### src/rtl/axis_accumulator_pkg.sv
// Shared types for the AXI-Stream frame accumulator.
package axis_accumulator_pkg;

  typedef enum logic {
    IDLE  = 1'b0,
    ACCUM = 1'b1
  } acc_state_e;

endpackage

### src/rtl/axis_accumulator_channel.sv
// One accumulator channel: sums signed beats over a tlast frame and emits sum/count/ovf.
// AXIS_ACCUMULATOR_SATURATE_EN clamps each addition on overflow instead of wrapping.
module axis_accumulator_channel
  import axis_accumulator_pkg::*;
#(
  parameter int DATA_WIDTH  = 31,
  parameter int ACC_WIDTH   = 40,
  parameter int COUNT_WIDTH = 16,
  parameter int ID_ENABLE   = 0,
  parameter int ID_WIDTH    = 8,
  parameter int USER_ENABLE = 1,
  parameter int USER_WIDTH  = 1
) (
  input  logic                   clk,
  input  logic                   rst,
  input  logic [DATA_WIDTH-1:0]  s_tdata,
  input  logic                   s_tlast,
  input  logic                   s_tvalid,
  output logic                   s_tready,
  input  logic [ID_WIDTH-1:0]    s_tid,
  input  logic [USER_WIDTH-1:0]  s_tuser,
  output logic [ACC_WIDTH-1:0]   m_tdata,
  output logic [COUNT_WIDTH-1:0] m_tcount,
  output logic                   m_tovf,
  output logic                   m_tvalid,
  input  logic                   m_tready,
  output logic [ID_WIDTH-1:0]    m_tid,
  output logic [USER_WIDTH-1:0]  m_tuser
);

  if (ACC_WIDTH < DATA_WIDTH) begin : g_width_err
    $error("axis_accumulator_channel: ACC_WIDTH must be >= DATA_WIDTH");
  end

  localparam logic [ACC_WIDTH-1:0] ACC_MAX = {1'b0, {(ACC_WIDTH-1){1'b1}}};
  localparam logic [ACC_WIDTH-1:0] ACC_MIN = {1'b1, {(ACC_WIDTH-1){1'b0}}};

  acc_state_e              state_q, state_d;
  logic [ACC_WIDTH-1:0]    acc, beat_ext, sum_raw, sum;
  logic [COUNT_WIDTH-1:0]  count, count_nxt;
  logic                    ovf, add_ovf, hs;
  logic [USER_WIDTH-1:0]   user_or, user_in;
  logic [ID_WIDTH-1:0]     tid_cap, tid_frame;

  assign s_tready = !m_tvalid || m_tready;
  assign hs       = s_tvalid && s_tready;

  assign beat_ext = ACC_WIDTH'($signed(s_tdata));
  assign sum_raw  = acc + beat_ext;
  assign add_ovf  = (acc[ACC_WIDTH-1] == beat_ext[ACC_WIDTH-1]) &&
                    (sum_raw[ACC_WIDTH-1] != acc[ACC_WIDTH-1]);
`ifdef AXIS_ACCUMULATOR_SATURATE_EN
  // Overflow only happens with equal operand signs, so acc's sign picks the rail.
  assign sum = add_ovf ? (acc[ACC_WIDTH-1] ? ACC_MIN : ACC_MAX) : sum_raw;
`else
  assign sum = sum_raw;
`endif

  assign count_nxt = (&count) ? count : count + 1'b1;
  assign user_in   = (USER_ENABLE != 0) ? s_tuser : '0;
  // A frame's tid comes from its first beat, which for a single-beat frame is this one.
  assign tid_frame = (ID_ENABLE == 0) ? '0 : (state_q == IDLE) ? s_tid : tid_cap;

  always_comb begin
    state_d = state_q;
    if (hs) state_d = s_tlast ? IDLE : ACCUM;
  end

  always_ff @(posedge clk or posedge rst) begin
    if (rst) begin
      state_q  <= IDLE;
      acc      <= '0;
      count    <= '0;
      ovf      <= 1'b0;
      user_or  <= '0;
      tid_cap  <= '0;
      m_tvalid <= 1'b0;
      m_tdata  <= '0;
      m_tcount <= '0;
      m_tovf   <= 1'b0;
      m_tid    <= '0;
      m_tuser  <= '0;
    end else begin
      state_q <= state_d;
      if (m_tvalid && m_tready) m_tvalid <= 1'b0;
      if (hs) begin
        if (s_tlast) begin
          m_tdata  <= sum;
          m_tcount <= count_nxt;
          m_tovf   <= ovf | add_ovf;
          m_tuser  <= user_or | user_in;
          m_tid    <= tid_frame;
          m_tvalid <= 1'b1;
          acc      <= '0;
          count    <= '0;
          ovf      <= 1'b0;
          user_or  <= '0;
        end else begin
          acc     <= sum;
          count   <= count_nxt;
          ovf     <= ovf | add_ovf;
          user_or <= user_or | user_in;
          if (state_q == IDLE) tid_cap <= tid_frame;
        end
      end
    end
  end

endmodule

### src/rtl/axis_accumulator.sv
// Multi-channel frame accumulator; each channel is an independent axis_accumulator_channel.
// Define AXIS_ACCUMULATOR_SATURATE_EN for saturating instead of wrapping accumulation.
module axis_accumulator
  import axis_accumulator_pkg::*;
#(
  parameter int DATA_WIDTH  = 31,
  parameter int ACC_WIDTH   = 40,
  parameter int COUNT_WIDTH = 16,
  parameter int CHANNELS    = 1,
  parameter int ID_ENABLE   = 0,
  parameter int ID_WIDTH    = 8,
  parameter int USER_ENABLE = 1,
  parameter int USER_WIDTH  = 1
) (
  input  logic                            clk,
  input  logic                            rst,
  input  logic [CHANNELS*DATA_WIDTH-1:0]  s_axis_tdata,
  input  logic [CHANNELS-1:0]             s_axis_tlast,
  input  logic [CHANNELS-1:0]             s_axis_tvalid,
  output logic [CHANNELS-1:0]             s_axis_tready,
  input  logic [CHANNELS*ID_WIDTH-1:0]    s_axis_tid,
  input  logic [CHANNELS*USER_WIDTH-1:0]  s_axis_tuser,
  output logic [CHANNELS*ACC_WIDTH-1:0]   m_axis_tdata,
  output logic [CHANNELS*COUNT_WIDTH-1:0] m_axis_tcount,
  output logic [CHANNELS-1:0]             m_axis_tovf,
  output logic [CHANNELS-1:0]             m_axis_tlast,
  output logic [CHANNELS-1:0]             m_axis_tvalid,
  input  logic [CHANNELS-1:0]             m_axis_tready,
  output logic [CHANNELS*ID_WIDTH-1:0]    m_axis_tid,
  output logic [CHANNELS*USER_WIDTH-1:0]  m_axis_tuser
);

  assign m_axis_tlast = '1;

  for (genvar c = 0; c < CHANNELS; c++) begin : g_ch
    axis_accumulator_channel #(
      .DATA_WIDTH (DATA_WIDTH),
      .ACC_WIDTH  (ACC_WIDTH),
      .COUNT_WIDTH(COUNT_WIDTH),
      .ID_ENABLE  (ID_ENABLE),
      .ID_WIDTH   (ID_WIDTH),
      .USER_ENABLE(USER_ENABLE),
      .USER_WIDTH (USER_WIDTH)
    ) u_ch (
      .clk     (clk),
      .rst     (rst),
      .s_tdata (s_axis_tdata [c*DATA_WIDTH  +: DATA_WIDTH]),
      .s_tlast (s_axis_tlast [c]),
      .s_tvalid(s_axis_tvalid[c]),
      .s_tready(s_axis_tready[c]),
      .s_tid   (s_axis_tid   [c*ID_WIDTH    +: ID_WIDTH]),
      .s_tuser (s_axis_tuser [c*USER_WIDTH  +: USER_WIDTH]),
      .m_tdata (m_axis_tdata [c*ACC_WIDTH   +: ACC_WIDTH]),
      .m_tcount(m_axis_tcount[c*COUNT_WIDTH +: COUNT_WIDTH]),
      .m_tovf  (m_axis_tovf  [c]),
      .m_tvalid(m_axis_tvalid[c]),
      .m_tready(m_axis_tready[c]),
      .m_tid   (m_axis_tid   [c*ID_WIDTH    +: ID_WIDTH]),
      .m_tuser (m_axis_tuser [c*USER_WIDTH  +: USER_WIDTH])
    );
  end

endmodule

### config.mk
export PLATFORM = sky130hd
export DESIGN_NAME = axis_accumulator
export DESIGN_NICKNAME = d
export VERILOG_FILES = /design/src/rtl/axis_accumulator_pkg.sv /design/src/rtl/axis_accumulator_channel.sv /design/src/rtl/axis_accumulator.sv
export SDC_FILE = /design/constraint.sdc
export NUM_CORES = 1
export LEC_CHECK = 0
export BUFFER_PORTS_ARGS = -buffer_cell sky130_fd_sc_hd__buf_2
export CAP_MARGIN = 25
export CORE_MARGIN = 3
export CORE_UTILIZATION = 45
export CTS_BUF_LIST = sky130_fd_sc_hd__clkbuf_16
export CTS_CLUSTER_SIZE = 25
export DETAILED_ROUTE_END_ITERATION = 10
export GPL_TIMING_DRIVEN = 0
export PLACE_DENSITY = 0.73
export RECOVER_POWER = 50
export REMOVE_ABC_BUFFERS = 1
export SKIP_CTS_REPAIR_TIMING = 1
export SYNTH_ARGS = -nofsm -noshare
export SYNTH_HDL_FRONTEND = slang
export SYNTH_SLANG_ARGS = --single-unit
### constraint.sdc
create_clock -name clk -period 7.09 [get_ports clk]
set_clock_uncertainty 0.1 [all_clocks]
set_input_delay 0 -clock clk [delete_from_list [all_inputs] [get_ports clk]]
set_output_delay 0 -clock clk [all_outputs]
set_load 0.01 [all_outputs]
Yosys cells after proc, flatten, opt, wreduce, memory -nomap -nowiden
Index checks and enable logic that the tools add are counted.
{"block": "word_totals", "word_cells": 30, "ff_bits": 117, "latch_bits": 0, "romBits": 0, "output_inout_bits": 69, "memories": 0, "ram_bits": 0}
{"block": "classes", "reduce_logical": 7, "addsub": 2, "bitwise": 2, "multipliers": 0, "n_div": 0, "shift": 0, "n_eq_ne": 2, "magnitude_cmp": 0, "mux": 8}
{"op": "$add A40 B40 Y40", "n": 1}
{"op": "$mux W40", "n": 1}
{"op": "$mux W16", "n": 2}
{"op": "$add A16 B1 Y16 const B", "n": 1}
{"op": "$reduce_and A16 Y1", "n": 1}
{"op": "$mux W1", "n": 5}
{"op": "$logic_and A1 B1 Y1", "n": 3}
{"op": "$or A1 B1 Y1", "n": 2}
{"op": "$reduce_and A2 Y1", "n": 1}
{"op": "$eq A1 B1 Y1", "n": 1}
{"op": "$logic_not A1 Y1", "n": 1}
{"op": "$logic_or A1 B1 Y1", "n": 1}
{"op": "$ne A1 B1 Y1", "n": 1}

Logic depth before layout (Yosys ltp)
{"block": "depth", "word_depth": 5, "ltp_mapped": 12, "depth_no_buf": 12}

Hierarchy
A second synthesis with hierarchy kept.
{"block": "unflattened", "cells_unflattened": 740, "area_unflattened_um2": 6909.1}
{"mod": "axis_accumulator_channel", "instances": 1, "area_each_um2": 6897.9, "seq_area_each_um2": 2927.8, "cells_per_inst": 738}
{"mod": "axis_accumulator", "instances": 1, "area_each_um2": 11.3, "seq_area_each_um2": 0.0, "cells_per_inst": 2}

Worst setup path after synthesis
OpenSTA, ideal clock, no wires.
{"block": "synth_path", "path_type": "reg-to-reg", "from": "reg g_ch[0].u_ch.acc[0]", "to": "reg g_ch[0].u_ch.m_tdata[24]", "setup_time_ns": 0.125, "path_buffers": 0, "t_required_ns": 6.865, "path_slack_ns": 4.181, "synth_period_minus_slack_ns": 2.909, "stages_incl_launch_ff": 13, "arrival_ns": 2.684, "cell_sequence": "dfrtp_1 > ha_1 > inv_1 > fa_1 > and2b_1 > o2111ai_1 > a21oi_1 > o21bai_1 > a21boi_0 > o21ai_0 > o41ai_1 > xor2_1 > mux2_2"}
{"block": "synth_via", "elab_chain_len": 1}
{"item": "start, declared", "line_no": "axis_accumulator_channel.sv:39", "rtl": "logic [ACC_WIDTH-1:0] acc, beat_ext, sum_raw, sum;"}
{"item": "start signal, assigned", "line_no": "axis_accumulator_channel.sv:99", "rtl": "acc <= sum;"}
{"item": "$add A40 B40 Y40", "line_no": "axis_accumulator_channel.sv:49", "rtl": "assign sum_raw = acc + beat_ext;"}
{"item": "end signal, assigned", "line_no": "axis_accumulator_channel.sv:88", "rtl": "m_tdata <= sum;"}
{"item": "end, declared", "line_no": "axis_accumulator_channel.sv:22", "rtl": "output logic [ACC_WIDTH-1:0] m_tdata,"}
No other way between the ends.
A chain may end at the register's enable or synchronous reset.

Worst setup path in the final report
Same ends and word-level chain as after synthesis.

==> flow_summary_export.csv <==
group,metric,value,unit
pwr,power_switching_share,38.1,%
cells_and_area,fill_cells,1347,
drt,drt_wl_total,16700,um
die,chipWidth,130,um
synthesis,synth_edf_count,0,
placement,detailed_place_hpwl,11600,um
drt,ant_nets,0,
pwr,power.share.clock,26.4,%
timing,timing.fmax,286,MHz
cts,tritoncts_clock_tree,"yes",
global_routing,first_global_vias,5511,
synthesis,synth.yosys.warnings,0,
cts,root_buffer_selected_by_cts,"clkbuf_16",
cells_and_area,layout_nets,936,
cells_and_area,antenna_cells_inserted,0,
cts,cts_inserted_buffers,17,
pwr,cellInternalPower,2.07,mW
global_routing,largest_net_degree_at_the_start_of_global_routing,71,
global_routing,grt_antenna_before_repair,0,
synthesis,register_bit_count_reported_by_yosys,117,
cells_and_area,drive_gt1_share,12.7,%
pwr,p_comb_share,43.2,%
cells_and_area,utilization,55.3,%
pwr,p_leak,3.84,nW
die,core_area,14800,sq um
timing,slew_violations,48,
synthesis,number_of_distinct_library_cell_variants_in_the_gate_level_netlist_after_synthesis,62,
outcome,violated_checks,"capacitance limit, slew limit",
drt,routedWlPerCell,16.0,um
synthesis,dominantRegCellSynth,"dfrtp_1",
timing,finalSetupViolCount,0,
placement,port_buffers,96,
synthesis,synth.cell_area,6910,sq um
cells_and_area,area.sequential,2930,sq um
drt,vias_per_cell,5.53,
global_routing,global_route.usage.met3,4.54,%
cts,clkSinkCount,117,
global_routing,grt_first_pass_wirelength,27300,um
worst_setup_path,cp_max_fo,3,
cells_and_area,layout.cells.most_common,"nand2_1",
timing,layout_worst_path_cycle_share,49.3,%
pwr,power.net_switching,1.27,mW
worst_hold_path,holdCritPathClass,"input port to register",
placement,weighted_congestion_at_the_end_of_routability_driven_global_placement,0.872,
worst_setup_path,worst-endpoint-arrival,3.70,ns
pwr,seqPwrFrac,30.4,%
cts,clock_tree.htree_level_count,4,
synthesis,synthesis.instances,764,
drt,post-route-drc-count,0,
die,floorplan.io_pins,114,
global_routing,grt_met1_usage,29.0,%
pwr,ir_worst_vdd,0.000189,V
synthesis,yosysSeqAreaShare,42.4,%
worst_setup_path,critical_path_class,"register to register",
cells_and_area,finalInstanceArea,8150,sq um
worst_setup_path,element_type_at_the_critical_path_end,"register",
die,floorplan.die.height,130,um
cts,clock_tree.buffer_depth,2,
timing,slew_headroom,-46.3,%
global_routing,grt_remaining_overflow,0,
drt,routed-via-count,5795,
worst_setup_path,crit_path_start_kind,"register",
drt,detailedRoute.firstIterationViolations,529,
timing,setup_tns,0,ns
cts,clk_transition_reported_paths,0.06,ns
global_routing,globalRouteTotalUtil,20.4,%
die,floorplan.die_area,16900,sq um
die,rows,44,
cells_and_area,syn2layout_area_growth,18.0,%
drt,drtPass1Iterations,5,
synthesis,syn_area_per_cell,9.04,sq um
outcome,outcome,"finished, violations left",
cts,worstSkewPairLatency,0.42,ns
timing,tightest_slew,2.18,ns
synthesis,synth_async_reset_ratio,100,%
cells_and_area,most-common-layout-cells,"143 x nand2_1, 117 x dfrtp_1, 88 x o21ai_0",
worst_setup_path,critPathRequiredTime,7.30,ns
cells_and_area,multi_input_comb_area,3750,sq um
timing,finalHoldWorstSlack,0.00851,ns
timing,post-route-min-period,3.49,ns
global_routing,global_route.usage.met2,30.6,%
timing,unrepaired_setup_endpoints_after_global_routing,"false",
die,initial_core_utilization,46.8,%
run,max_cap_violations,1,
global_routing,grt-busiest-layer,"met2",
timing,finalHoldViolCount,0,
pwr,power_density,410,nW/um^2
placement,dpl-instance-area,7570,sq um
[metal layers]
metal	up-vias	share of wire [%]	routed length, um
met5	-	0	0
li1	2884	-	-
met4	0	2.0	330
met2	144	45	7540
met3	25	4.6	774
met1	2742	48	8100
[power groups by stage]
stage / registers (mW) / logic, mW / clock network, mW
floorplan: 1.06 / 1.02 / 0
global placement: 1.02 / 1.42 / 0
detailed placement: 1.02 / 1.46 / 0
CTS: 1.02 / 1.47 / 0.901
global route: 1.05 / 1.63 / 0.932
finish: 1.02 / 1.45 / 0.884
[final timing paths]
check | start | endpoint | slack, ns | cells past startpoint
setup / recovery | g_ch[0].u_ch.acc[0]$_DFFE_PP0P_ | g_ch[0].u_ch.m_tdata[24]$_DFFE_PP0P_ | 3.60 | 12
hold / removal | s_axis_tdata[1] | g_ch[0].u_ch.m_tdata[1]$_DFFE_PP0P_ | 0.009 | 4
setup reg to reg | g_ch[0].u_ch.acc[0]$_DFFE_PP0P_ | g_ch[0].u_ch.m_tdata[24]$_DFFE_PP0P_ | 3.60 | 12
hold reg to reg | g_ch[0].u_ch.m_tdata[19]$_DFFE_PP0P_ | g_ch[0].u_ch.m_tdata[19]$_DFFE_PP0P_ | 0.37 | 2
max in group asynchronous | rst | g_ch[0].u_ch.acc[12]$_DFFE_PP0P_ | 5.16 | 4
min in group asynchronous | rst | g_ch[0].u_ch.m_tcount[10]$_DFFE_PP0P_ | 0.64 | 3
[cell families after synthesis]
| family | Yosys count | synth area share, % |
|---|---|---|
| xor+xnor | 47 | 6.16 |
| fa+ha+maj | 41 | 7.53 |
| simple gates | 246 | 15.8 |
| flops | 117 | 42.4 |
| mux | 16 | 2.57 |
| compound gates | 235 | 21.6 |
| buf+inv | 60 | 3.80 |
| other cells | 2 | 0.109 |
[sequential cells by signal (all words and copies together), names as in the netlist]
signal              flops
g_ch.u_ch.m_tuser       1
g_ch.u_ch.m_tdata      40
g_ch.u_ch.ovf           1
g_ch.u_ch.m_tovf        1
g_ch.u_ch.m_tcount     16
g_ch.u_ch.acc          40
g_ch.u_ch.user_or       1
g_ch.u_ch.m_tvalid      1
g_ch.u_ch.count        16
[layout make-up]
type | instances | share of cell area, %
multi-input combinational | 594 | 46.0
timing repair buffer | 105 | 7.21
clock buffer | 17 | 5.22
tap | 184 | 2.82
inverter | 15 | 0.706
sequential | 117 | 35.9
clock inverter | 15 | 2.12
[metrics by stage]
step,power (mW),cells,setup slack (ns)
after floorplan,2.08,726,3.89
after CTS,3.39,1043,3.66
after global routing,3.61,1047,3.34
after global placement,2.44,1006,2.42
final,3.35,1047,3.60
after detailed placement,2.48,1011,3.70
[synth_stat cells, types with 2 or more instances]
cell type  number  area share, %
mux2_2         10            1.6
o31a_1          2           0.25
o21bai_1        6           0.65
nand3_1        16            1.2
a22o_1         21            2.7
a311oi_1        2           0.25
nor2b_1         5           0.45
conb_1          2           0.11
o21a_1          6           0.65
and3_1          8           0.72
xnor2_1        23            2.9
a31oi_2         4           0.72
and2_1          3           0.27
xor2_1         23            2.9
nand4_1         9           0.81
dfrtp_1       117             42
ha_1           40            7.2
nand2_1       145            7.9
inv_1          15           0.81
o31ai_1        10            1.1
nor2_1         29            1.6
or3_1           5           0.45
mux2i_1         5           0.72
a21o_1         17            1.8
a31oi_1         5           0.45
nor3_1          9           0.65
buf_4           9           0.98
clkbuf_2        2           0.14
o21ai_1         3           0.22
a21oi_1        51            3.7
nand2b_1        7           0.63
a211oi_1        3           0.33
clkbuf_1       32            1.7
o21ai_0        88            6.4
a31o_2          2           0.25
a21boi_0        2           0.22
and4_1          3           0.38
[worst max-delay path, cell delays in order (launching register included)]
cell	delay [ns]
dfrtp_1	0.35
ha_1	0.17
inv_1	0.05
fa_1	0.39
and2b_1	0.23
o2111ai_1	0.17
a21oi_1	0.26
o21bai_1	0.12
a21boi_0	0.29
o21ai_0	0.27
o41ai_1	0.49
xor2_1	0.19
mux2_2	0.30
No activity file was read; power rests on OpenSTA's default activity.
